==> config.mk <==
export PLATFORM = sky130hd
export DESIGN_NAME = motor_pwm_ctrl
export DESIGN_NICKNAME = d
export VERILOG_FILES = /design/src/rtl/car_pkg.sv /design/src/rtl/pwm_ramp_channel.sv /design/src/rtl/motor_pwm_ctrl.sv
export SDC_FILE = /design/constraint.sdc
export NUM_CORES = 1
export LEC_CHECK = 0
export ABC_CLOCK_PERIOD_IN_PS = 7050
export CAP_MARGIN = 30
export CORE_MARGIN = 3
export CORE_UTILIZATION = 43
export DETAILED_ROUTE_END_ITERATION = 7
export HOLD_SLACK_MARGIN = 0.15
export PLACE_DENSITY = 0.56
export SYNTH_ARGS = -nofsm -noshare
export SYNTH_HDL_FRONTEND = slang
export SYNTH_HIERARCHICAL = 1
export SYNTH_SLANG_ARGS = --single-unit
==> constraint.sdc <==
create_clock -name CLK -period 7.05 [get_ports CLK]
set_clock_uncertainty 0.15 [all_clocks]
set_input_delay 1.0575 -clock CLK [delete_from_list [all_inputs] [get_ports CLK]]
set_output_delay 1.0575 -clock CLK [all_outputs]
set_load 0.1 [all_outputs]
==> src/rtl/car_pkg.sv <==
// Shared drive-path definitions: command encodings, FSM states, duty width
// and the command-to-target decode used by the PWM controller.
package car_pkg;

    localparam int unsigned DUTY_W = 8;

    typedef enum logic [1:0] {
        CMD_STOP  = 2'b00,
        CMD_FWD   = 2'b01,
        CMD_LEFT  = 2'b10,
        CMD_RIGHT = 2'b11
    } cmd_t;

    typedef enum logic [1:0] {
        ST_IDLE = 2'd0,
        ST_RAMP = 2'd1,
        ST_RUN  = 2'd2
    } state_t;

    typedef struct packed {
        logic [DUTY_W-1:0] l;
        logic [DUTY_W-1:0] r;
    } duty_pair_t;

    // Turning slows the inner wheel; the outer wheel keeps cruise duty.
    function automatic duty_pair_t decode_targets(
        input cmd_t              cmd,
        input logic [DUTY_W-1:0] cruise,
        input logic [DUTY_W-1:0] turn
    );
        duty_pair_t t;
        case (cmd)
            CMD_FWD: begin
                t.l = cruise;
                t.r = cruise;
            end
            CMD_LEFT: begin
                t.l = turn;
                t.r = cruise;
            end
            CMD_RIGHT: begin
                t.l = cruise;
                t.r = turn;
            end
            default: begin
                t.l = '0;
                t.r = '0;
            end
        endcase
        return t;
    endfunction

endpackage

==> src/rtl/pwm_ramp_channel.sv <==
// One wheel: ramps the applied duty toward its target at period boundaries,
// clears at once on stop, and produces the registered PWM bit.
module pwm_ramp_channel
    import car_pkg::*;
#(
    parameter int unsigned RAMP_STEP = 16
) (
    input  logic              i_clk,
    input  logic              i_rst_n,
    input  logic [DUTY_W-1:0] i_tgt,
    input  logic              i_pb,
    input  logic              i_stop,
    input  logic [DUTY_W-1:0] i_cnt_nxt,
    output logic [DUTY_W-1:0] o_cur,
    output logic              o_pwm,
    output logic              o_at_tgt
);

    localparam logic [DUTY_W:0] LP_STEP = (DUTY_W + 1)'(RAMP_STEP);

    logic [DUTY_W-1:0] r_cur;
    logic              r_pwm;
    logic [DUTY_W:0]   w_cur9;
    logic [DUTY_W:0]   w_tgt9;
    logic [DUTY_W:0]   w_delta;
    logic [DUTY_W:0]   w_step;
    logic [DUTY_W:0]   w_ramp9;
    logic [DUTY_W:0]   w_cur_nxt9;

    // Step is clamped to the remaining distance, so the result never overshoots or wraps.
    always_comb begin
        w_cur9  = {1'b0, r_cur};
        w_tgt9  = {1'b0, i_tgt};
        w_delta = '0;
        w_step  = '0;
        w_ramp9 = w_cur9;
        if (w_cur9 < w_tgt9) begin
            w_delta = w_tgt9 - w_cur9;
            w_step  = (w_delta < LP_STEP) ? w_delta : LP_STEP;
            w_ramp9 = w_cur9 + w_step;
        end else if (w_cur9 > w_tgt9) begin
            w_delta = w_cur9 - w_tgt9;
            w_step  = (w_delta < LP_STEP) ? w_delta : LP_STEP;
            w_ramp9 = w_cur9 - w_step;
        end

        if (i_stop) begin
            w_cur_nxt9 = '0;
        end else if (i_pb) begin
            w_cur_nxt9 = w_ramp9;
        end else begin
            w_cur_nxt9 = w_cur9;
        end
    end

    always_ff @(posedge i_clk) begin
        if (!i_rst_n) begin
            r_cur <= '0;
            r_pwm <= 1'b0;
        end else begin
            r_cur <= w_cur_nxt9[DUTY_W-1:0];
            r_pwm <= ({1'b0, i_cnt_nxt} < w_cur_nxt9);
        end
    end

    // Looks ahead: true when the duty applied after this edge equals a non-zero target.
    assign o_at_tgt = (w_cur_nxt9 == w_tgt9) && (i_tgt != '0);
    assign o_cur    = r_cur;
    assign o_pwm    = r_pwm;

endmodule

==> src/rtl/motor_pwm_ctrl.sv <==
// Two-wheel PWM controller: prescaled 8-bit PWM timebase, command decode,
// ramp/run FSM and two ramping PWM channels feeding the H-bridge enables.
module motor_pwm_ctrl
    import car_pkg::*;
#(
    parameter int unsigned PRESC_DIV   = 50,
    parameter int unsigned CRUISE_DUTY = 200,
    parameter int unsigned TURN_DUTY   = 60,
    parameter int unsigned RAMP_STEP   = 16
) (
    input  logic              CLK,
    input  logic              RST_N,
    input  logic [1:0]        CMD,
    output logic              PWM_L,
    output logic              PWM_R,
    output logic [DUTY_W-1:0] DUTY_L,
    output logic [DUTY_W-1:0] DUTY_R,
    output logic              AT_SPEED
);

    localparam int unsigned               LP_PRESC_W    = (PRESC_DIV > 1) ? $clog2(PRESC_DIV) : 1;
    localparam logic [LP_PRESC_W-1:0]     LP_PRESC_LAST = LP_PRESC_W'(PRESC_DIV - 1);
    localparam logic [DUTY_W-1:0]         LP_CRUISE     = DUTY_W'(CRUISE_DUTY);
    localparam logic [DUTY_W-1:0]         LP_TURN       = DUTY_W'(TURN_DUTY);

    logic [LP_PRESC_W-1:0] r_presc;
    logic [DUTY_W-1:0]     r_cnt;
    state_t                r_state;
    logic                  r_at_speed;

    logic                  w_tick;
    logic                  w_pb;
    logic [DUTY_W-1:0]     w_cnt_nxt;
    logic                  w_stop;
    duty_pair_t            w_tgt;
    logic                  w_at_l;
    logic                  w_at_r;
    logic                  w_both_at;

    assign w_tick    = (r_presc == LP_PRESC_LAST);
    assign w_pb      = w_tick && (r_cnt == '1);
    assign w_cnt_nxt = w_tick ? r_cnt + 1'b1 : r_cnt;
    assign w_stop    = (cmd_t'(CMD) == CMD_STOP);
    assign w_tgt     = decode_targets(cmd_t'(CMD), LP_CRUISE, LP_TURN);
    assign w_both_at = w_at_l && w_at_r;

    always_ff @(posedge CLK) begin
        if (!RST_N) begin
            r_presc <= '0;
            r_cnt   <= '0;
        end else begin
            r_presc <= w_tick ? '0 : r_presc + 1'b1;
            r_cnt   <= w_cnt_nxt;
        end
    end

    // Stop bypasses the ramp and the period boundary; it takes effect on the next edge.
    always_ff @(posedge CLK) begin
        if (!RST_N) begin
            r_state    <= ST_IDLE;
            r_at_speed <= 1'b0;
        end else if (w_stop) begin
            r_state    <= ST_IDLE;
            r_at_speed <= 1'b0;
        end else begin
            case (r_state)
                ST_IDLE: begin
                    r_state    <= ST_RAMP;
                    r_at_speed <= 1'b0;
                end
                ST_RAMP: begin
                    if (w_both_at) begin
                        r_state    <= ST_RUN;
                        r_at_speed <= 1'b1;
                    end
                end
                ST_RUN: begin
                    if (!w_both_at) begin
                        r_state    <= ST_RAMP;
                        r_at_speed <= 1'b0;
                    end
                end
                default: begin
                    r_state    <= ST_IDLE;
                    r_at_speed <= 1'b0;
                end
            endcase
        end
    end

    pwm_ramp_channel #(
        .RAMP_STEP(RAMP_STEP)
    ) u_chan_l (
        .i_clk    (CLK),
        .i_rst_n  (RST_N),
        .i_tgt    (w_tgt.l),
        .i_pb     (w_pb),
        .i_stop   (w_stop),
        .i_cnt_nxt(w_cnt_nxt),
        .o_cur    (DUTY_L),
        .o_pwm    (PWM_L),
        .o_at_tgt (w_at_l)
    );

    pwm_ramp_channel #(
        .RAMP_STEP(RAMP_STEP)
    ) u_chan_r (
        .i_clk    (CLK),
        .i_rst_n  (RST_N),
        .i_tgt    (w_tgt.r),
        .i_pb     (w_pb),
        .i_stop   (w_stop),
        .i_cnt_nxt(w_cnt_nxt),
        .o_cur    (DUTY_R),
        .o_pwm    (PWM_R),
        .o_at_tgt (w_at_r)
    );

    assign AT_SPEED = r_at_speed;

endmodule
==> results.md <==
- Worst-path clk slew: 50 ps
- Int Power: 0.4096 mW
- Final hold slack: 316.2 ps
- Via density: 6.033
- Synth top area cells: ha_1 (17%), dfxtp_1 (11%), a21oi_1 (4.6%)
- Fraction of layout cells with a size suffix above 1: 0.1294
- Placement Cell Area: a little under 7000 um^2
- Area grow syn2layout: 13.65%
- Synth cell count leaders: ha_1 (84), nor2_1 (74), inv_1 (61)
- Worst Setup End Kind: flop
- Die area: about 16000 um^2
- Post-route cell area: 7126 um^2
- Final Hold Vio Count: 0
- Critical path class: in -> reg
- Net Switching: between 0.15 and 0.2 mW
- Nets@finish: roughly 980
- Fillers: around 1400
- # rows: between 40 and 50
- Sw Ratio: 0.3146
- Post-route antenna net violation count: 0
- Residual DRC count: 0
- Cell area after synthesis: ~6300 um^2
- Starting Density: 0.4448
- Diode count: 0
- 1st-iter DRT viols: 542
- Fmax: 149.5 MHz
- Min-Delay Path Class: reg -> reg
- Cell with the most instances after synthesis: ha_1
- Register area share after synthesis: 0.1086
- Min cycle time layout: 6690 ps
- Gate power share: 0.310
- Die span in x: roughly 130 um
- Core Box Area: about 14000 um^2
- Critical Path RT: slightly above 7000 ps
- Top FF cell, synth: dfxtp_1
- Clk pwr share: 0.362
- Tot GR Track Use: 0.2408
- Final non-filler cell total: between 1000 and 1500
- Via count: 6449
- Hpwl dp: 15720 um
- Top-area cell type share of the netlist area: 0.1676
- PD cells: around 84 nW/um^2
- Startpoint Class: input port
- Max Slew Vio Count: 0
- Clock sinks: 34
- Dpl ws: between 15 and 20 ps
- Largest net degree at the start of global routing: 31
- Finished Core Util: 0.5055
- CTS Root Cell: clkbuf_16
- CTS tree: yes
- Total Power: around 0.60 mW
- Status: finished clean
- Area leader, netlist: ha_1
- GPL Wtd Cong: around 1
- Crit-path max FO: 3
- Final worst slack: between 300 and 400 ps
- Max transition margin: 0.3476
- Clock tree buffer depth: 2
- Vias in the first global route: between 6000 and 7000
- Routed wire per std cell: around 18 um
- Pre-antenna DRT Iters: 6
- Syn Inst Count: 820
- Asr flop ratio synth: 0
- Count of cell types in the netlist: between 90 and 100
- CP arrival: roughly 6700 ps
- Initial antenna violation count: 0
- Max-cap violations: 0
- Clk_lat worst skew: about 280 ps
- Die extent in y: about 130 um
- I/O pin cnt: 23
- Pleak: between 2 and 3 nW
- Worst Max-Slew Pin Slew: ~1000 ps
- Total CTS buffers: 5
- FF+latch count, synth: 34
- Overall routed net length: 19700 um
- Syn avg cell area: between 7 and 8 um^2
- Final setup fails: 0
- Final Cycle Share: 0.9490
- Global-route wire length before repair: about 32000 um
- Setup TNS Final: 0 ps
- Count of port buffers added during placement: 22
- # placed instances: 1058
- Yosys warning count: 6
- Worst vdd ir: ~0.14 mV
- H-tree Lvls: 2
- Flop pwr share: 0.328
- Post-synth EDFFs: 0
- Grt ovf: 0
[cells in the final DEF, fill, tap and decap left out, types with 25 or more instances in the layout]
cell,netlist,layout
a21oi_1,58,58
buf_4,6,45
inv_1,61,61
dfxtp_1,34,34
conb_1,5,28
nor3_1,25,25
nor2_1,74,74
ha_1,84,82
nand2_1,60,60
o21ai_0,33,32
[worst paths after layout]
check | startpoint | endpoint | slack, ps | depth (start not counted)
worst min register to register | r_presc[0]$_SDFF_PP0_ | r_presc[0]$_SDFF_PP0_ | 320 | 1
worst max-delay path | CMD[1] | r_state[0]$_SDFFE_PP0P_ | 360 | 25
worst min-delay path | r_presc[0]$_SDFF_PP0_ | r_presc[0]$_SDFF_PP0_ | 320 | 1
worst max register to register | u_chan_r/o_cur[5]$_SDFF_PN0_ | r_state[0]$_SDFFE_PP0P_ | 1460 | 22
[flip-flops by register name, indices dropped and copies added, names as in the netlist]
signal / count
r_state: 2
u_chan_l/o_pwm: 1
r_cnt: 8
u_chan_l/o_cur: 8
u_chan_r/o_pwm: 1
r_presc: 6
u_chan_r/o_cur: 8
[repair_timing]
action,4_1_cts,5_1_grt
resized for setup,0,16
hold buffers,0,0
endpoints found under the setup margin,0,4
buffers inserted,0,3
[worst max-delay path, stage by stage]
cell             delay, ps
clkdlybuf4s50_1        510
inv_1                  100
ha_1                   320
inv_1                   70
ha_1                   330
nor2b_2                190
a2111oi_2              370
o22a_1                 200
nand4b_1               150
or2_1                  260
or3_2                  420
fa_1                   380
nand2b_1               200
a21oi_1                160
nor2_1                  60
o21a_1                 160
a31oi_1                250
o32ai_1                110
or3_1                  380
a221oi_1               210
o2111ai_1              160
nor4b_2                360
a31oi_1                140
nor2_1                 120
nor2_1                  40
[cell type report]
class / count / area (um^2) / area share
clock inverters: 1 / 5.005 / 0.0007024
multi-input cells: 719 / 5285 / 0.7417
well taps: 180 / 225.2 / 0.03161
inverters: 61 / 229.0 / 0.03213
repair buffers: 67 / 558.0 / 0.07831
clock buffers: 7 / 142.6 / 0.02002
flip-flops and latches: 34 / 680.7 / 0.09552
[layer usage]
metal,vias up,part of all wire,GRT usage
li1,3140,-,-
met1,3073,0.49,0.3686
met4,0,0.014,0.04543
met3,24,0.053,0.01053
met2,212,0.44,0.3764
met5,-,0,0
[kinds of logic after synthesis]
family,synth area share
AOI/OAI and AO/OA,0.2824
xor gates and xnor gates,0.03632
adders and majority gates,0.1932
buffers and inverters,0.07304
DFF,0.1086
muxes,0.03313
other,0.002994
and+or+nand+nor,0.2704
[power groups by stage]
stage	Sequential (mW)	Clock [mW]	Combinational (mW)
floorplan	0.200	0	0.128
global placement	0.200	0	0.173
detailed placement	0.200	0	0.174
CTS	0.196	0.222	0.175
global route	0.196	0.231	0.203
finish	0.196	0.217	0.185
Note: power is estimated with default switching activity, not from simulation.
==> variant 1, RTL diff (same flow settings) <==
Set the package constant `DUTY_W` to 9 (it was 8).
--- a/src/rtl/car_pkg.sv
+++ b/src/rtl/car_pkg.sv
@@ -2,7 +2,7 @@
 // and the command-to-target decode used by the PWM controller.
 package car_pkg;
 
-    localparam int unsigned DUTY_W = 8;
+    localparam int unsigned DUTY_W = 9;
 
     typedef enum logic [1:0] {
         CMD_STOP  = 2'b00,
Ports: changed (resized DUTY_L and DUTY_R); port bits go from 23 to 25. No check against the original RTL was run, so the function may have changed too.
==> variant 1 against the original RTL <==
Via count grew 14%; highest routed layer unchanged; worst setup slack got worse by 25 ps; critical path depth rose by 5; sequential cell count grew 3; routed wire length rose by 6.5%; area after synthesis up 7.6%; non-clock buffer count grew 143; cell area is 25% higher; power is 18% higher.
==> variant 1: results (changes against the original RTL) <==
outcome -> finished clean
top sig layer -> met4
Post-DP Area -> 8600 sq um (+25%)
met3 WL -> 507 um (-52%)
Num CTS Buffers -> 5 (unchanged)
metal2 WL -> 10200 um (+17%)
post-synthesis mux area share -> 0.0297 (-0.00345)
largest net degree at the start of global routing -> 38 (+23%)
HP Class -> flip-flop to flip-flop
initial antenna violation count -> 0 (unchanged)
first-pass GRT wire length -> 34000 um (+6.5%)
IO Port Bufs -> 24 (+9.1%)
Final nets -> 1254 (+27%)
Synth Area in XOR/XNOR -> 0.0571 (+0.0208)
hpwl dp -> 16900 um (+7.6%)
unique cell type count in the Yosys netlist -> 89 (-10%)
routability cong. -> 0.936 (-4.9%)
average wire per standard cell -> 15.5 um (-16%)
Synth Flop Type -> dfxtp_1
CP max stage delay -> 490 ps (-20 ps)
Synth Area in Adders -> 0.206 (+0.0124)
vias in the first global route -> 6882 (+14%)
Fmax achieved -> 149 MHz (-0.37%)
worst slack, placed -> -560 ps (-575 ps)
Filler cells -> 1526 (+6.3%)
crit-path max FO -> 4 (+1)
Max IR drop VDD -> 0.000167 V (+18%)
leakage -> 0.00405 uW (+36%)
Metal-1 WL -> 10000 um (+3.3%)
Routed WL -> 21000 um (+6.5%)
most common library cells after synthesis -> ha_1 (98), nor2_1 (79), nand2_1 (74), a21oi_1 (68), inv_1 (64)
Clock transition at path regs -> 50 ps (about the same)
hold slack final -> 320 ps (+3.75 ps)
Skew-Pair Late Insertion Delay -> 280 ps (about the same)
Initial DRC Count -> 441 (-19%)
register area share after synthesis -> 0.110 (+0.00125)
Diodes inserted -> 0 (unchanged)
post-CTS resize count -> 10 (+10)
WP data arrival -> 6760 ps (+50 ps)
Initial DRT Pass Iterations -> 4 (-2)
Max H-tree Level -> 2 (unchanged)
Max clock buf depth -> 2 (unchanged)
Setup Fix Bufs, Post-CTS -> 1 (+1)
post-synthesis compound-gate area fraction -> 0.273 (-0.00952)
layout cells sized above 1 -> 0.209 (+0.0794)
DR vias -> 7352 (+14%)
Slew headroom -> 0.346 (-0.00157)
root buf cell -> clkbuf_16
Tot GR Track Use -> 0.233 (-0.00741)
critical path's top delay family -> simple AND/OR/NAND/NOR gates
Syn Inst Count -> 915 (+12%)
setup slack, reg-to-reg -> 920 ps (-540 ps)
main area contributors after synthesis -> ha_1 (18%), dfxtp_1 (11%), a21oi_1 (5.0%)
Multi-input gate area -> 5820 sq um (+10%)
slowest CP cell -> or3b_2
==> variant 1: cell count changes in the layout (fill, tap and decap cells not counted), moves of 9 or more <==
cell     unedited run  this run
buf_4              45       186
conb_1             28        47
o21ai_0            32        48
xnor2_1            11        27
nand2_1            60        74
nand3_1            15        28
and3_1              6        17
a21o_1             12        21
ha_1               82        91
==> variant 1: kinds of logic (layout without fill, tap and decap cells) <==
logic type	after synthesis	in the layout
buf+inv	96	284
flops	37	37
other cells	5	47
compound gates	274	274
mux	19	19
fa+ha+maj	106	106
simple gates	334	334
xor+xnor	44	44
==> variant 1: power breakdown <==
part | switching, uW | internal (uW) | total, uW
combinational | 122 | 110 | 232
clock | 85.3 | 176 | 262
sequential | 2.55 | 211 | 214
==> variant 1: final timing paths <==
path                                 from                   endpoint  cells past startpoint
max                                CMD[0]  u_chan_r/o_pwm$_SDFF_PN0_                     30
min                 r_presc[0]$_SDFF_PP0_      r_presc[0]$_SDFF_PP0_                      1
max reg2reg  u_chan_l/o_cur[1]$_SDFF_PN0_  u_chan_l/o_pwm$_SDFF_PN0_                     26
min reg2reg         r_presc[0]$_SDFF_PP0_      r_presc[0]$_SDFF_PP0_                      1
==> variant 1: cell type report <==
| type | instances | area share |
|---|---|---|
| Multi-Input combinational cell | 824 | 0.656 |
| Timing Repair Buffer | 210 | 0.183 |
| Sequential cell | 37 | 0.0835 |
| Tap cell | 211 | 0.0297 |
| Inverter | 66 | 0.0279 |
| Clock buffer | 6 | 0.0156 |
| Clock inverter | 2 | 0.00423 |
==> variant 1: metal layers <==
metal,GRT usage,up-vias
li1,-,3786
met1,0.309,3432
met2,0.418,111
met3,0.0157,23
met4,0.0496,0
met5,0,-
==> variant 2, RTL diff (same flow settings) <==
Without the edit above. Encoding of `state_t`: now one-hot (3 bits for 3 states).
--- a/src/rtl/car_pkg.sv
+++ b/src/rtl/car_pkg.sv
@@ -11,10 +11,10 @@
         CMD_RIGHT = 2'b11
     } cmd_t;
 
-    typedef enum logic [1:0] {
-        ST_IDLE = 2'd0,
-        ST_RAMP = 2'd1,
-        ST_RUN  = 2'd2
+    typedef enum logic [2:0] {
+        ST_IDLE = 3'b001,
+        ST_RAMP = 3'b010,
+        ST_RUN  = 3'b100
     } state_t;
 
     typedef struct packed {
Formal check against the unedited RTL: same outputs for any inputs over 10 cycles, from zero or initial values and one cycle with RST_N low; not proved beyond that.
==> variant 2 against the original RTL <==
Cell area grew 12%; sequential share of layout area shrank 0.48 points; routed wire length grew 2.4%; power grew 8.3%; worst setup slack lost 55 ps; sequential cell count grew 2; area after synthesis grew 1.7%; combinational power grew 27%; critical endpoint is now AT_SPEED$_SDFFE_PP0P_.
==> variant 2: results (changes against the original RTL) <==
outcome -> finished clean
IO Port Bufs -> 22 (unchanged)
Initial DRC Count -> 708 (+31%)
most common library cells after synthesis -> ha_1 (84), nor2_1 (82), inv_1 (63), nand2_1 (60), a21oi_1 (50)
Net Sw Power -> 204 uW (+8.6%)
CP max stage delay -> 520 ps
Max IR drop VDD -> 0.000193 V (+36%)
largest net degree at the start of global routing -> 32 (+3.2%)
root buf cell -> clkbuf_16
layout cells sized above 1 -> 0.216 (+0.0868)
Slew headroom -> 0.342 (-0.00550)
Filler cells -> 1346 (-6.3%)
average wire per standard cell -> 17.4 um (-5.3%)
Num CTS Buffers -> 5 (unchanged)
initial antenna violation count -> 0 (unchanged)
unique cell type count in the Yosys netlist -> 102 (+3.0%)
worst slack, placed -> -239 ps (-254 ps)
routability cong. -> 0.958 (-2.6%)
WP data arrival -> 6790 ps (+80 ps)
register area share after synthesis -> 0.113 (+0.00442)
die area -> 16300 sq um (+1.7%)
first-pass GRT wire length -> 32600 um (+2.2%)
Tot GR Track Use -> 0.241 (about the same)
Worst Reg-to-Reg Cells -> 25 (+14%)
DR vias -> 6816 (+5.7%)
main area contributors after synthesis -> ha_1 (16%), dfxtp_1 (11%), nor2_1 (4.8%)
leakage -> 0.00343 uW (+15%)
hpwl dp -> 16200 um (+2.7%)
antenna viol nets, final -> 0 (unchanged)
Final nets -> 1072 (+8.9%)
Synthesis Warnings -> 6 (unchanged)
Synth Flop Type -> dfxtp_1
Post-DP Area -> 7560 sq um (+9.7%)
crit-path max FO -> 4 (+1)
vias in the first global route -> 6497 (+7.8%)
final setup TNS -> 0 ps (unchanged)
-- variant 2: path summary, 6_finish.rpt --
path | startpoint | end | slack, ps
max | CMD[0] | AT_SPEED$_SDFFE_PP0P_ | 310
min | r_presc[0]$_SDFF_PP0_ | r_presc[0]$_SDFF_PP0_ | 320
max reg2reg | u_chan_r/o_cur[5]$_SDFF_PN0_ | AT_SPEED$_SDFFE_PP0P_ | 1320
min reg2reg | r_presc[0]$_SDFF_PP0_ | r_presc[0]$_SDFF_PP0_ | 320
-- variant 2: layer usage --
| metal | vias to the layer above | GRT usage | wire (um) |
|---|---|---|---|
| li1 | 3339 | - | - |
| met1 | 3173 | 0.347 | 9380 |
| met2 | 261 | 0.380 | 8980 |
| met3 | 43 | 0.0346 | 1400 |
| met4 | 0 | 0.0581 | 417 |
| met5 | - | 0 | 0 |
-- variant 2: kinds of logic after synthesis --
| logic type | synth area share |
|---|---|
| other | 0.00294 |
| xor gates and xnor gates | 0.0371 |
| AOI/OAI and AO/OA | 0.281 |
| and+or+nand+nor | 0.279 |
| buffers and inverters | 0.0702 |
| DFF | 0.113 |
| muxes | 0.0271 |
| adders and majority gates | 0.190 |
-- variant 2: repair_timing --
item | 4_1_cts | 5_1_grt
endpoints found under the setup margin | 1 | 5
setup buffers | 0 | 4
gates resized for setup | 1 | 41
pin swaps | 0 | 12
-- variant 2: metrics by stage --
stage / std cells / power [uW] / utilization
finish: 1156 / 647 / 0.559
global route: 1156 / 681 / 0.559
CTS: 1152 / 638 / 0.542
detailed placement: 1145 / 433 / 0.533
global placement: 1145 / 429 / 0.533
floorplan: 859 / 353 / -
-- variant 2: power by group through the flow --
stage                     clock network [uW]  registers [uW]  logic (uW)
final                                    201             211         235
after global routing                     215             212         254
after CTS                                207             211         220
after detailed placement                   0             215         218
after global placement                     0             215         214
after floorplan                            0             214         139
-- variant 2: final cells by class --
type	count	area [sq um]	share of cell area
inverters	65	244	0.0307
flip-flops and latches	36	721	0.0907
clock buffers	6	129	0.0162
multi-input cells	730	5530	0.696
well taps	180	225	0.0283
repair buffers	138	1090	0.137
clock inverters	1	5.00	0.000630
